**config.mk**
```make
export PLATFORM = sky130hd
export DESIGN_NAME = qos_weighted_scheduler_flat
export DESIGN_NICKNAME = d
export VERILOG_FILES = /design/src/rtl/qos_weighted_scheduler_pkg.sv /design/src/rtl/qos_weighted_scheduler_if.sv /design/src/rtl/qos_weighted_scheduler_drop_fifo.sv /design/src/rtl/qos_weighted_scheduler.sv /design/src/flat_wrapper.sv
export SDC_FILE = /design/constraint.sdc
export NUM_CORES = 1
export LEC_CHECK = 0
export CAP_MARGIN = 20
export CORE_MARGIN = 2
export CORE_UTILIZATION = 60
export DETAILED_ROUTE_END_ITERATION = 6
export HOLD_SLACK_MARGIN = 0.08
export PLACE_DENSITY_LB_ADDON = 0.2
export SETUP_SLACK_MARGIN = 0.5
export SLEW_MARGIN = 20
export SYNTH_ARGS = -nofsm -noshare
export SYNTH_HDL_FRONTEND = slang
export SYNTH_HIERARCHICAL = 1
export SYNTH_SLANG_ARGS = --single-unit
```
**constraint.sdc**
```tcl
create_clock -name clk -period 16.5 [get_ports clk]
set_input_delay 3.3 -clock clk [delete_from_list [all_inputs] [get_ports clk]]
set_output_delay 3.3 -clock clk [all_outputs]
set_load 0.005 [all_outputs]
```
**src/rtl/qos_weighted_scheduler_pkg.sv**
```systemverilog
// Shared widths, scheduling-mode constants and packet helpers for the QoS scheduler.
// Used by the drop FIFO, the bus interface and the scheduler top.
package qos_pkg;

   localparam int MODE_STRICT = 0;
   localparam int MODE_WOQ    = 1;

   // qid 0 weight sits in the LSBs: q0=1, q1=2, q2=3, q3=4
   localparam logic [31:0] DEFAULT_QWEIGHT = {8'd4, 8'd3, 8'd2, 8'd1};

   typedef struct packed {
      logic [1:0] qid;
      logic [1:0] payload;
   } pkt_t;

   function automatic int qid_width(input int num_q);
      return (num_q > 1) ? $clog2(num_q) : 1;
   endfunction

   function automatic int occ_width(input int depth);
      return $clog2(depth + 1);
   endfunction

   function automatic logic [31:0] pkt_pack(input int unsigned qid, input int unsigned payload,
                                            input int data_w);
      return (32'(qid) << data_w) | 32'(payload);
   endfunction

endpackage

```
**src/rtl/qos_weighted_scheduler_if.sv**
```systemverilog
// Packet-in / packet-out bus of the QoS scheduler, including occupancy and statistics.
interface qos_weighted_scheduler_if #(
   parameter int NUM_Q  = 4,
   parameter int DEPTH  = 6,
   parameter int DATA_W = 2,
   parameter int CNT_W  = 10
);
   import qos_pkg::*;

   localparam int QID_W = qid_width(NUM_Q);
   localparam int OCC_W = occ_width(DEPTH);
   localparam int PKT_W = QID_W + DATA_W;

   logic                   in_valid;
   logic [PKT_W-1:0]       in_pkt;
   logic                   rd_req;
   logic                   out_valid;
   logic [PKT_W-1:0]       out_pkt;
   logic                   rd_empty;
   logic [NUM_Q*OCC_W-1:0] occ;
   logic [CNT_W-1:0]       ct_received;
   logic [CNT_W-1:0]       ct_transmitted;
   logic [CNT_W-1:0]       ct_dropped;

   modport master (
      output in_valid, in_pkt, rd_req,
      input  out_valid, out_pkt, rd_empty, occ, ct_received, ct_transmitted, ct_dropped
   );

   modport slave (
      input  in_valid, in_pkt, rd_req,
      output out_valid, out_pkt, rd_empty, occ, ct_received, ct_transmitted, ct_dropped
   );

endinterface

```
**src/rtl/qos_weighted_scheduler_drop_fifo.sv**
```systemverilog
// Circular per-queue buffer: a push into a full buffer overwrites the oldest entry
// (drop pulse), unless a pop of the same buffer happens in that cycle.
module qos_drop_fifo
   import qos_pkg::*;
#(
   parameter int DEPTH  = 6,
   parameter int DATA_W = 2,
   localparam int OCC_W = occ_width(DEPTH)
) (
   input  logic              clk,
   input  logic              reset,
   input  logic              push,
   input  logic [DATA_W-1:0] push_data,
   input  logic              pop,
   output logic [DATA_W-1:0] head,
   output logic [OCC_W-1:0]  occ,
   output logic              drop
);

   localparam int PTR_W = (DEPTH > 1) ? $clog2(DEPTH) : 1;

   logic [DATA_W-1:0] mem_q [DEPTH];
   logic [PTR_W-1:0]  head_q, head_d;
   logic [PTR_W-1:0]  tail_q, tail_d;
   logic [OCC_W-1:0]  occ_q, occ_d;
   logic              full;
   logic              do_pop;

   // DEPTH need not be a power of two, so wrap by explicit compare
   function automatic logic [PTR_W-1:0] ptr_inc(input logic [PTR_W-1:0] p);
      return (p == PTR_W'(DEPTH - 1)) ? '0 : p + PTR_W'(1);
   endfunction

   always_comb begin
      full   = (occ_q == OCC_W'(DEPTH));
      do_pop = pop && (occ_q != '0);
      head_d = head_q;
      tail_d = tail_q;
      occ_d  = occ_q;
      drop   = 1'b0;
      if (push) begin
         tail_d = ptr_inc(tail_q);
      end
      if (do_pop) begin
         head_d = ptr_inc(head_q);
      end
      // When full, tail equals head, so the new entry overwrites the oldest one
      if (push && !do_pop) begin
         if (full) begin
            head_d = ptr_inc(head_q);
            drop   = 1'b1;
         end else begin
            occ_d = occ_q + OCC_W'(1);
         end
      end else if (do_pop && !push) begin
         occ_d = occ_q - OCC_W'(1);
      end
   end

   always_ff @(posedge clk or negedge reset) begin
      if (!reset) begin
         head_q <= '0;
         tail_q <= '0;
         occ_q  <= '0;
      end else begin
         head_q <= head_d;
         tail_q <= tail_d;
         occ_q  <= occ_d;
      end
   end

   always_ff @(posedge clk) begin
      if (push) begin
         mem_q[tail_q] <= push_data;
      end
   end

   assign head = mem_q[head_q];
   assign occ  = occ_q;

endmodule

```
**src/rtl/qos_weighted_scheduler.sv**
```systemverilog
// N-queue QoS buffer: per-queue drop-oldest FIFOs, strict-priority or weighted-occupancy
// read arbitration, a registered read port and saturating rx/tx/drop statistics.
module qos_weighted_scheduler
   import qos_pkg::*;
#(
   parameter int               NUM_Q   = 4,
   parameter int               DEPTH   = 6,
   parameter int               DATA_W  = 2,
   parameter int               CNT_W   = 10,
   parameter int               MODE    = MODE_WOQ,
   parameter logic [NUM_Q*8-1:0] QWEIGHT = DEFAULT_QWEIGHT
) (
   input logic                     clk,
   input logic                     reset,
   qos_weighted_scheduler_if.slave bus
);

   localparam int QID_W   = qid_width(NUM_Q);
   localparam int OCC_W   = occ_width(DEPTH);
   localparam int PKT_W   = QID_W + DATA_W;
   localparam int SCORE_W = OCC_W + 8;

   logic [QID_W-1:0]       in_qid;
   logic [DATA_W-1:0]      in_payload;
   logic [NUM_Q-1:0]       push_vec;
   logic [NUM_Q-1:0]       pop_vec;
   logic [NUM_Q-1:0]       drop_vec;
   logic [DATA_W-1:0]      head_arr [NUM_Q];
   logic [OCC_W-1:0]       occ_arr  [NUM_Q];
   logic [NUM_Q*OCC_W-1:0] occ_flat;

   logic                   any_nonempty;
   logic [QID_W-1:0]       sel_qid;
   logic [SCORE_W-1:0]     score;
   logic [SCORE_W-1:0]     best_score;

   logic                   out_valid_q, out_valid_d;
   logic                   rd_empty_q, rd_empty_d;
   logic [PKT_W-1:0]       out_pkt_q, out_pkt_d;
   logic [CNT_W-1:0]       rx_q, rx_d;
   logic [CNT_W-1:0]       tx_q, tx_d;
   logic [CNT_W-1:0]       drop_q, drop_d;

   assign in_qid     = bus.in_pkt[PKT_W-1 -: QID_W];
   assign in_payload = bus.in_pkt[DATA_W-1:0];

   for (genvar g = 0; g < NUM_Q; g++) begin : g_queue
      qos_drop_fifo #(
         .DEPTH  (DEPTH),
         .DATA_W (DATA_W)
      ) u_fifo (
         .clk       (clk),
         .reset     (reset),
         .push      (push_vec[g]),
         .push_data (in_payload),
         .pop       (pop_vec[g]),
         .head      (head_arr[g]),
         .occ       (occ_arr[g]),
         .drop      (drop_vec[g])
      );
   end

   // Arbiter sees registered occupancy only, so a same-cycle push is never selectable
   always_comb begin
      any_nonempty = 1'b0;
      sel_qid      = '0;
      score        = '0;
      best_score   = '0;
      for (int q = 0; q < NUM_Q; q++) begin
         score = SCORE_W'(occ_arr[q]) * SCORE_W'(QWEIGHT[q*8 +: 8]);
         if (occ_arr[q] != '0) begin
            if (MODE == MODE_STRICT) begin
               sel_qid = QID_W'(q);
            end else if (!any_nonempty || (score >= best_score)) begin
               sel_qid    = QID_W'(q);
               best_score = score;
            end
            any_nonempty = 1'b1;
         end
      end
   end

   always_comb begin
      push_vec = '0;
      pop_vec  = '0;
      occ_flat = '0;
      for (int q = 0; q < NUM_Q; q++) begin
         push_vec[q] = bus.in_valid && (in_qid == QID_W'(q));
         pop_vec[q]  = bus.rd_req && any_nonempty && (sel_qid == QID_W'(q));
         occ_flat[q*OCC_W +: OCC_W] = occ_arr[q];
      end
   end

   // Counters hold at all-ones instead of wrapping
   always_comb begin
      out_valid_d = 1'b0;
      rd_empty_d  = 1'b0;
      out_pkt_d   = out_pkt_q;
      rx_d        = rx_q;
      tx_d        = tx_q;
      drop_d      = drop_q;
      if (bus.rd_req) begin
         if (any_nonempty) begin
            out_valid_d = 1'b1;
            out_pkt_d   = PKT_W'(pkt_pack(32'(sel_qid), 32'(head_arr[sel_qid]), DATA_W));
            if (tx_q != '1) begin
               tx_d = tx_q + CNT_W'(1);
            end
         end else begin
            rd_empty_d = 1'b1;
         end
      end
      if (bus.in_valid && (rx_q != '1)) begin
         rx_d = rx_q + CNT_W'(1);
      end
      if ((drop_vec != '0) && (drop_q != '1)) begin
         drop_d = drop_q + CNT_W'(1);
      end
   end

   always_ff @(posedge clk or negedge reset) begin
      if (!reset) begin
         out_valid_q <= 1'b0;
         rd_empty_q  <= 1'b0;
         out_pkt_q   <= '0;
         rx_q        <= '0;
         tx_q        <= '0;
         drop_q      <= '0;
      end else begin
         out_valid_q <= out_valid_d;
         rd_empty_q  <= rd_empty_d;
         out_pkt_q   <= out_pkt_d;
         rx_q        <= rx_d;
         tx_q        <= tx_d;
         drop_q      <= drop_d;
      end
   end

   assign bus.out_valid      = out_valid_q;
   assign bus.rd_empty       = rd_empty_q;
   assign bus.out_pkt        = out_pkt_q;
   assign bus.occ            = occ_flat;
   assign bus.ct_received    = rx_q;
   assign bus.ct_transmitted = tx_q;
   assign bus.ct_dropped     = drop_q;

endmodule
```
**src/flat_wrapper.sv**
```systemverilog
// flat-port wrapper written by rule: the top's interface ports become plain ports
module qos_weighted_scheduler_flat import qos_pkg::*;
#(
   parameter int               NUM_Q   = 4,
   parameter int               DEPTH   = 6,
   parameter int               DATA_W  = 2,
   parameter int               CNT_W   = 10,
   parameter int               MODE    = MODE_WOQ,
   parameter logic [NUM_Q*8-1:0] QWEIGHT = DEFAULT_QWEIGHT
)
  (clk, reset, bus_in_valid, bus_in_pkt, bus_rd_req, bus_out_valid, bus_out_pkt, bus_rd_empty, bus_occ, bus_ct_received, bus_ct_transmitted, bus_ct_dropped);
  qos_weighted_scheduler_if #(.NUM_Q(NUM_Q), .DEPTH(DEPTH), .DATA_W(DATA_W), .CNT_W(CNT_W)) bus_i ();
  input logic clk;
  input logic reset;
  input wire logic [$bits(bus_i.in_valid)-1:0] bus_in_valid;
  input wire logic [$bits(bus_i.in_pkt)-1:0] bus_in_pkt;
  input wire logic [$bits(bus_i.rd_req)-1:0] bus_rd_req;
  output wire logic [$bits(bus_i.out_valid)-1:0] bus_out_valid;
  output wire logic [$bits(bus_i.out_pkt)-1:0] bus_out_pkt;
  output wire logic [$bits(bus_i.rd_empty)-1:0] bus_rd_empty;
  output wire logic [$bits(bus_i.occ)-1:0] bus_occ;
  output wire logic [$bits(bus_i.ct_received)-1:0] bus_ct_received;
  output wire logic [$bits(bus_i.ct_transmitted)-1:0] bus_ct_transmitted;
  output wire logic [$bits(bus_i.ct_dropped)-1:0] bus_ct_dropped;
  assign bus_i.in_valid = bus_in_valid;
  assign bus_i.in_pkt = bus_in_pkt;
  assign bus_i.rd_req = bus_rd_req;
  assign bus_out_valid = bus_i.out_valid;
  assign bus_out_pkt = bus_i.out_pkt;
  assign bus_rd_empty = bus_i.rd_empty;
  assign bus_occ = bus_i.occ;
  assign bus_ct_received = bus_i.ct_received;
  assign bus_ct_transmitted = bus_i.ct_transmitted;
  assign bus_ct_dropped = bus_i.ct_dropped;
  qos_weighted_scheduler #(.NUM_Q(NUM_Q), .DEPTH(DEPTH), .DATA_W(DATA_W), .CNT_W(CNT_W), .MODE(MODE), .QWEIGHT(QWEIGHT)) u_core (.clk(clk), .reset(reset), .bus(bus_i));
endmodule
```
# --- Yosys cells after proc, flatten, opt, wreduce, memory -nomap -nowiden ---
# Memory sizes are Yosys's and may differ from the RTL's.
# Cells that the tools add are included.
totals:
  reg_bits: 72
  latchBits: 0
  ram_bits: 48
  romBits: 0
  input_bits: 8
  output_inout_bits: 48
  word_cells: 197
  mem_count: 4
mem_list:
  columns: ["memory", "words", "width", "rd", "rd_clocked_by_memory_dff", "wr", "line", "rtl"]
  rows:
  - ["u_core.g_queue[0].u_fifo.mem_q", 6, 2, 1, 0, 1, "qos_weighted_scheduler_drop_fifo.sv:22", "logic [DATA_W-1:0] mem_q [DEPTH];"]
  - ["u_core.g_queue[1].u_fifo.mem_q", 6, 2, 1, 0, 1, "qos_weighted_scheduler_drop_fifo.sv:22", null]
  - ["u_core.g_queue[2].u_fifo.mem_q", 6, 2, 1, 0, 1, "qos_weighted_scheduler_drop_fifo.sv:22", null]
  - ["u_core.g_queue[3].u_fifo.mem_q", 6, 2, 1, 0, 1, "qos_weighted_scheduler_drop_fifo.sv:22", null]
op_classes:
  addsub: 19
  mul: 1
  n_div: 0
  n_lt_le_gt_ge: 4
  eq_ne: 25
  n_shift: 0
  n_mux: 70
  n_bitwise: 2
  n_reduce_logical: 54
ops:
  columns: ["cell", "count"]
  rows:
  - ["3-bit 2-to-1 mux", 33]
  - ["3-bit by 1-bit adder with 3-bit output (second input constant)", 12]
  - ["3-bit equality test (second input constant)", 12]
  - ["11-bit 2-to-1 mux", 3]
  - ["10-bit by 1-bit adder with 10-bit output (second input constant)", 3]
  - ["10-bit inequality test (second input constant)", 3]
  - ["1-bit 2-to-1 mux", 25]
  - ["1-bit logical AND", 23]
  - ["5-bit by 11-bit greater-or-equal comparator with 1-bit output", 2]
  - ["2-bit 2-to-1 mux", 7]
  - ["3-bit nonzero test", 4]
  - ["3-bit by 1-bit subtractor with 3-bit output (second input constant)", 4]
  - ["1-bit logical NOT", 11]
  - ["2-bit AND reduction", 5]
  - ["2-bit equality test (second input constant)", 4]
  - ["2-bit inequality test (second input constant)", 4]
  - ["2-bit nonzero test", 4]
  - ["3-bit by 2-bit multiplier with 5-bit output (second input constant)", 1]
  - ["2-bit binary-select mux with 2-bit select", 1]
  - ["2-bit by 1-bit equality test with 1-bit output (second input constant)", 2]
  - ["4-bit by 3-bit greater-or-equal comparator with 1-bit output", 1]
  - ["2-bit logical NOT", 2]
  - ["4-bit 2-to-1 mux", 1]
  - ["4-bit by 2-bit bitwise OR with 4-bit output", 1]
  - ["5 further kinds", 7]

# --- Logic depth before layout (Yosys ltp) ---
logic_depth:
  depth_word: 22
  mapped_depth: 27
  depth_no_buf: 26

# --- Cells and area by module ---
# Netlist, hierarchy kept.
by_module_without_submodules:
  columns: ["module", "n_inst", "cells_each", "area_each_um2"]
  rows:
  - ["qos_weighted_scheduler", 1, 220, 2192.1]
  - ["qos_drop_fifo at u_core.g_queue[1].u_fifo", 1, 84, 1061.0]
  - ["qos_drop_fifo at u_core.g_queue[0].u_fifo", 1, 85, 1056.0]
  - ["qos_drop_fifo at u_core.g_queue[3].u_fifo", 1, 86, 1056.0]
  - ["qos_drop_fifo at u_core.g_queue[2].u_fifo", 1, 86, 1051.0]

# --- Worst setup path after synthesis ---
# OpenSTA, ideal clock, no wires.
synth_path:
  path_kind: "reg-to-reg"
  from: "register u_core.g_queue[0].u_fifo.occ_q[2]"
  to: "register u_core.drop_q[1] (netlist: u_core/bus.ct_dropped[1])"
  setup_ps: 125
  arrival_ps: 5983
  required_time_ps: 16375
  path_slack_ps: 10392
  stages_incl_launch_ff: 25
  n_path_buf: 0
  path_cell_list: "dfrtp_1 > inv_1 > ha_1 > and3b_1 > a2111oi_4 > a21oi_2 > nor2b_1 > ha_1 > nand2b_1 > a211oi_1 > o211ai_1 > nand2_1 > mux2i_1 > ha_1 > a21o_1 > a31oi_1 > nand2b_1 > a211oi_1 > a21oi_2 > nor3b_1 > nor2b_1 > and4_1 > or4_1 > o21ai_1 > mux2_2"
synth_via:
  elab_chain_len: 22
  word_cells_on_any_way: 54
  classes_between: "order compare: 3; eq/ne: 4; mux: 20; reduce/logical: 27"
synth_rtl:
  columns: ["element", "line", "rtl"]
  rows:
  - ["start: declaration", "qos_weighted_scheduler_drop_fifo.sv:25", "logic [OCC_W-1:0] occ_q, occ_d;"]
  - ["start signal: assignment", "qos_weighted_scheduler_drop_fifo.sv:64", "occ_q <= '0;"]
  - ["start signal: assignment", "qos_weighted_scheduler_drop_fifo.sv:68", "occ_q <= occ_d;"]
  - ["3-bit nonzero test", "qos_weighted_scheduler.sv:71", "if (occ_arr[q] != '0) begin"]
  - ["3-bit 2-to-1 mux or 1-bit 2-to-1 mux (tied branches)", "qos_weighted_scheduler.sv:71", null]
  - ["4-bit by 3-bit greater-or-equal comparator with 1-bit output or 1-bit logical NOT (tied branches)", "qos_weighted_scheduler.sv:74", "end else if (!any_nonempty || (score >= best_score)) begin"]
  - ["1-bit logical OR", "qos_weighted_scheduler.sv:74", null]
  - ["4-bit 2-to-1 mux", "qos_weighted_scheduler.sv:74", null]
  - ["11-bit 2-to-1 mux", "qos_weighted_scheduler.sv:71", null]
  - ["5-bit by 11-bit greater-or-equal comparator with 1-bit output", "qos_weighted_scheduler.sv:74", null]
  - ["1-bit logical OR", "qos_weighted_scheduler.sv:74", null]
  - ["[... 8 more ...]", null, null]
  - ["via u_core.pop_vec[0]", "qos_weighted_scheduler.sv:26", "logic [NUM_Q-1:0] pop_vec;"]
  - ["1-bit logical AND (*)", "qos_weighted_scheduler_drop_fifo.sv:36", "do_pop = pop && (occ_q != '0);"]
  - ["1-bit logical NOT (*)", "qos_weighted_scheduler_drop_fifo.sv:48", "if (push && !do_pop) begin"]
  - ["1-bit logical AND (*)", "qos_weighted_scheduler_drop_fifo.sv:48", null]
  - ["1-bit 2-to-1 mux (*)", "qos_weighted_scheduler_drop_fifo.sv:48", null]
  - ["via u_core.drop_vec[0]", "qos_weighted_scheduler.sv:27", "logic [NUM_Q-1:0] drop_vec;"]
  - ["4-bit nonzero test (*)", "qos_weighted_scheduler.sv:116", "if ((drop_vec != '0) && (drop_q != '1)) begin"]
  - ["1-bit logical AND (*)", "qos_weighted_scheduler.sv:116", null]
  - ["end signal: assignment", "qos_weighted_scheduler.sv:135", "drop_q <= drop_d;"]
  - ["end: declaration", "qos_weighted_scheduler.sv:42", "logic [CNT_W-1:0] drop_q, drop_d;"]
# Mark *: on every way through the listed nets, which the timed path passes. The rest lies on a longest branch.
# A chain may end at the register's enable or synchronous reset.

# --- Worst setup path in the final report ---
# Ends and elaborated chain as after synthesis.

==> flow_metrics.env <==
export IMPL_antenna_cells=0
export IMPL_postCtsHoldBufs=0
export IMPL_cts_resized=0
export IMPL_viasPerCell=5.92
export IMPL_cts_tree="yes"
export IMPL_track_usage_pct=23.7
export IMPL_r2r_setup_slack_ns=9.10
export IMPL_tns_ns=0
export IMPL_clkPwrFrac_pct=24.3
export IMPL_drive_gt1_share_pct=10.7
export IMPL_hpwl_um=8580
export IMPL_stdcell_area_um2=7550
export IMPL_synth_ff_type="dfrtp_1"
export IMPL_pre_cts_ws_ns=9.27
export IMPL_p_total_mw=1.40
export IMPL_drv_slew=0
export IMPL_outcome="finished clean"
export IMPL_crit_start="u_core/g_queue[0].u_fifo/occ[2]$_DFFE_PN0P_"
export IMPL_crit_type="reg -> reg"
export IMPL_switching_share_pct=36.8
export IMPL_rsz0062_at_grt="no"
export IMPL_grt_pass1_vias=4441
export IMPL_port_buffers=55
export IMPL_rows=37
export IMPL_internal_power_uw=888
export IMPL_chipHeight_um=107
export IMPL_die_w_um=107
export IMPL_crit_top_cell="ha_1"
export IMPL_grt_remaining_overflow=0
export IMPL_ff2ff_path_depth=23
export IMPL_ant_nets=0
export IMPL_power_frac_seq_pct=36.4
export IMPL_use_met1_pct=29.8
export IMPL_grtUsageMet2_pct=38.4
export IMPL_async_flop_share_pct=60.0
export IMPL_ir_drop_uv=105
export IMPL_fin_ws_ns=9.10
export IMPL_synth_distinct_cells=62
export IMPL_cap_violations=0
export IMPL_fp_coreArea_um2=10400
export IMPL_grt_max_degree=73
export IMPL_crit_fanout=18
export IMPL_hold_viol=0
export IMPL_syn_nets=590
export IMPL_route_detailed_drc=0
export IMPL_critical_path_slowest_cell="nor3b_1"
export IMPL_ys_warn_count=6
export IMPL_cp_arrival_ns=7.80
export IMPL_comb_power_share_pct=39.3
export IMPL_clockRootBuffer="clkbuf_8"
export IMPL_fin_crit_ns=7.40
export IMPL_routed_wl_um=12700
export IMPL_setup_viol=0
export IMPL_hp_class="reg -> reg"
export IMPL_critPathMaxStageDelay_ns=0.82
export IMPL_required_ns=16.91
export IMPL_worst_pin_slew_ns=0.975
export IMPL_ys_ff_latch=120
export IMPL_gp_congestion=0.885
export IMPL_p_leak_nw=3.09
export IMPL_drtIter0Drc=212
export IMPL_yosysSeqAreaShare_pct=50.5
export IMPL_worst_setup_path_start_kind="flop"
export IMPL_start_util_pct=61.9
export IMPL_clk_latency_ns=0.52
export IMPL_vias=4508
export IMPL_grt_use_met3_pct=7.51
export IMPL_finalNetCount=642
export IMPL_synth_cells=561
export IMPL_wl_per_cell_um=16.7
export IMPL_io_pins=56
export IMPL_cts_buffers=17
export IMPL_r2r_start="u_core/g_queue[0].u_fifo/occ[2]$_DFFE_PN0P_"
export IMPL_whs_path_depth=1
export IMPL_synth_edf_count=48
export IMPL_post_route_util_pct=72.8
export IMPL_firstDrtPassIters=5
export IMPL_postCtsSetupBuffers=0
export IMPL_clock_tree_buffer_depth=2
export IMPL_antenna_found_initial=0
export IMPL_syn_area_um2=6420
export IMPL_busiest_layer="met2"
export IMPL_synth_avg_cell_area_um2=11.4
export IMPL_cp_end_kind="flop"
export IMPL_min_from="u_core/g_queue[2].u_fifo/tail_q[0]$_DFFE_PN0P_"
export IMPL_synth_top_cell_area_share_pct=28.1
export IMPL_post_route_period_util_pct=44.8
export IMPL_ys_top_cells_by_area="dfrtp_1, edfxtp_1, ha_1, mux2_2, nor2_1"
export IMPL_fin_skew_ns=0.00655
export IMPL_fmax_mhz=135
export IMPL_p_per_area_nw_per_um2=186
export IMPL_area_growth_pct=17.7
export IMPL_netlist_top_cells_count="dfrtp_1, edfxtp_1, nor2_1"
export IMPL_placed_cell_area_um2=6990
export IMPL_netSwitchingPower_uw=517
export IMPL_synth_top_area_cell="dfrtp_1"
export IMPL_slew_headroom_pct=34.8
export IMPL_path_clk_slew_ns=0.06
export IMPL_clkSinkCount=120
export IMPL_path_cells="inv_1 -> ha_1 -> and3b_1 -> a2111oi_4 -> a21oi_2 -> mux2i_1 -> ha_1 -> o21ai_0 -> o211ai_1 -> nand2_1 -> mux2i_1 -> ha_1 -> a21o_1 -> a31oi_1 -> nand2b_1 -> a211oi_1 -> a21oi_2 -> nor3b_1 -> nor2b_1 -> and4_1 -> or4_1 -> o21ai_1 -> mux2_2"
export IMPL_ctsHtreeMaxLevel=4
export IMPL_synth_most_common_cell="dfrtp_1"
export IMPL_grt_pass1_wl_um=21100
export IMPL_die_area_um2=11500
-- cell type report --
type	count	area (um2)
Clock buffer	20	425
Clock inverter	12	129
Fill cell	710	2820
Inverter	22	82.6
Multi-Input combinational cell	396	2940
Sequential cell	120	3240
Tap cell	136	170
Timing Repair Buffer	56	556
-- path summary, 6_finish.rpt --
| kind | to |
|---|---|
| min | u_core/g_queue[2].u_fifo/tail_q[0]$_DFFE_PN0P_ |
| min in group asynchronous | u_core/g_queue[3].u_fifo/head_q[1]$_DFF_PN0_ |
| max reg2reg | u_core/bus.ct_dropped[1]$_DFFE_PN0P_ |
| max in group asynchronous | u_core/g_queue[0].u_fifo/tail_q[1]$_DFFE_PN0P_ |
| max | u_core/bus.ct_dropped[1]$_DFFE_PN0P_ |
| min reg2reg | u_core/g_queue[2].u_fifo/tail_q[0]$_DFFE_PN0P_ |
-- state kept, by name, summed over array words and instances (netlist names), 4 cells and up --
| register | cells |
|---|---|
| u_core/bus.ct_received | 10 |
| u_core/bus.ct_transmitted | 10 |
| u_core/bus.out_pkt | 4 |
| u_core/bus.ct_dropped | 10 |
| u_core/g_queue.u_fifo/tail_q | 12 |
| u_core/g_queue.u_fifo/mem_q | 48 |
| u_core/g_queue.u_fifo/head_q | 12 |
| u_core/g_queue.u_fifo/occ | 12 |
-- cell usage in the layout, fill, tap and decap left out, types with 5 or more instances in the layout --
cell type        Yosys  routed
a21oi_1             13      13
nand2_1             35      35
o21ai_2              5       5
clkdlybuf4s50_1      0      54
o21ai_1              5       5
clkbuf_16            0      16
ha_1                20      20
o221ai_1             6       6
inv_1               22      22
edfxtp_1            48      48
a221o_1              8       8
mux2i_1             16      16
nor3_1              25      25
dfrtp_1             72      72
a21o_1              13      13
nor2b_1             11      11
o211ai_1             5       5
nand2b_1            13      13
mux2_2              16      16
nand4_1              6       6
mux2_1               6       6
xnor2_1             18      18
nor3b_1              6       5
nand3b_1             8       8
a31oi_1              5       5
nand3_1             12      12
nor2_1              44      44
xor2_1              18      18
o21ai_0             15      15
-- kinds of logic after synthesis --
family,count (synthesis),share of synthesized area (%)
xor gates and xnor gates,36,4.91
adders and majority gates,21,4.21
muxes,43,8.00
DFF,120,50.5
buffers and inverters,45,3.65
and+or+nand+nor,188,15.7
AOI/OAI and AO/OA,108,13.0
-- power by group through the flow --
stage                     logic [mW]  registers, mW  clock network (mW)
after floorplan                0.437          0.461                   0
after global placement         0.523          0.507                   0
after detailed placement       0.546          0.515                   0
after CTS                      0.552          0.511               0.350
after global routing           0.610          0.530               0.363
final                          0.552          0.512               0.342
-- layer usage --
layer,share of wire [%],vias up
li1,-,2195
met1,45,2202
met2,49,93
met3,4.6,18
met4,1.7,0
met5,0,-
-- through the flow --
step           cells  hold WS (ns)
2_1_floorplan    561         0.452
3_3_place_gp     730         0.469
3_5_place_dp     730         0.478
4_1_cts          762         0.485
5_1_grt          762         0.504
6_report         762         0.484
-- worst max-delay path: cells and delay by family (launching register included) --
| family | cells | cell delay, ns |
|---|---|---|
| DFF | 1 | 0.69 |
| muxes | 3 | 0.77 |
| AOI/OAI and AO/OA | 9 | 2.22 |
| adders and majority gates | 3 | 0.92 |
| and+or+nand+nor | 7 | 2.53 |
| buffers and inverters | 1 | 0.13 |
No activity file was read; power rests on OpenSTA's default activity.
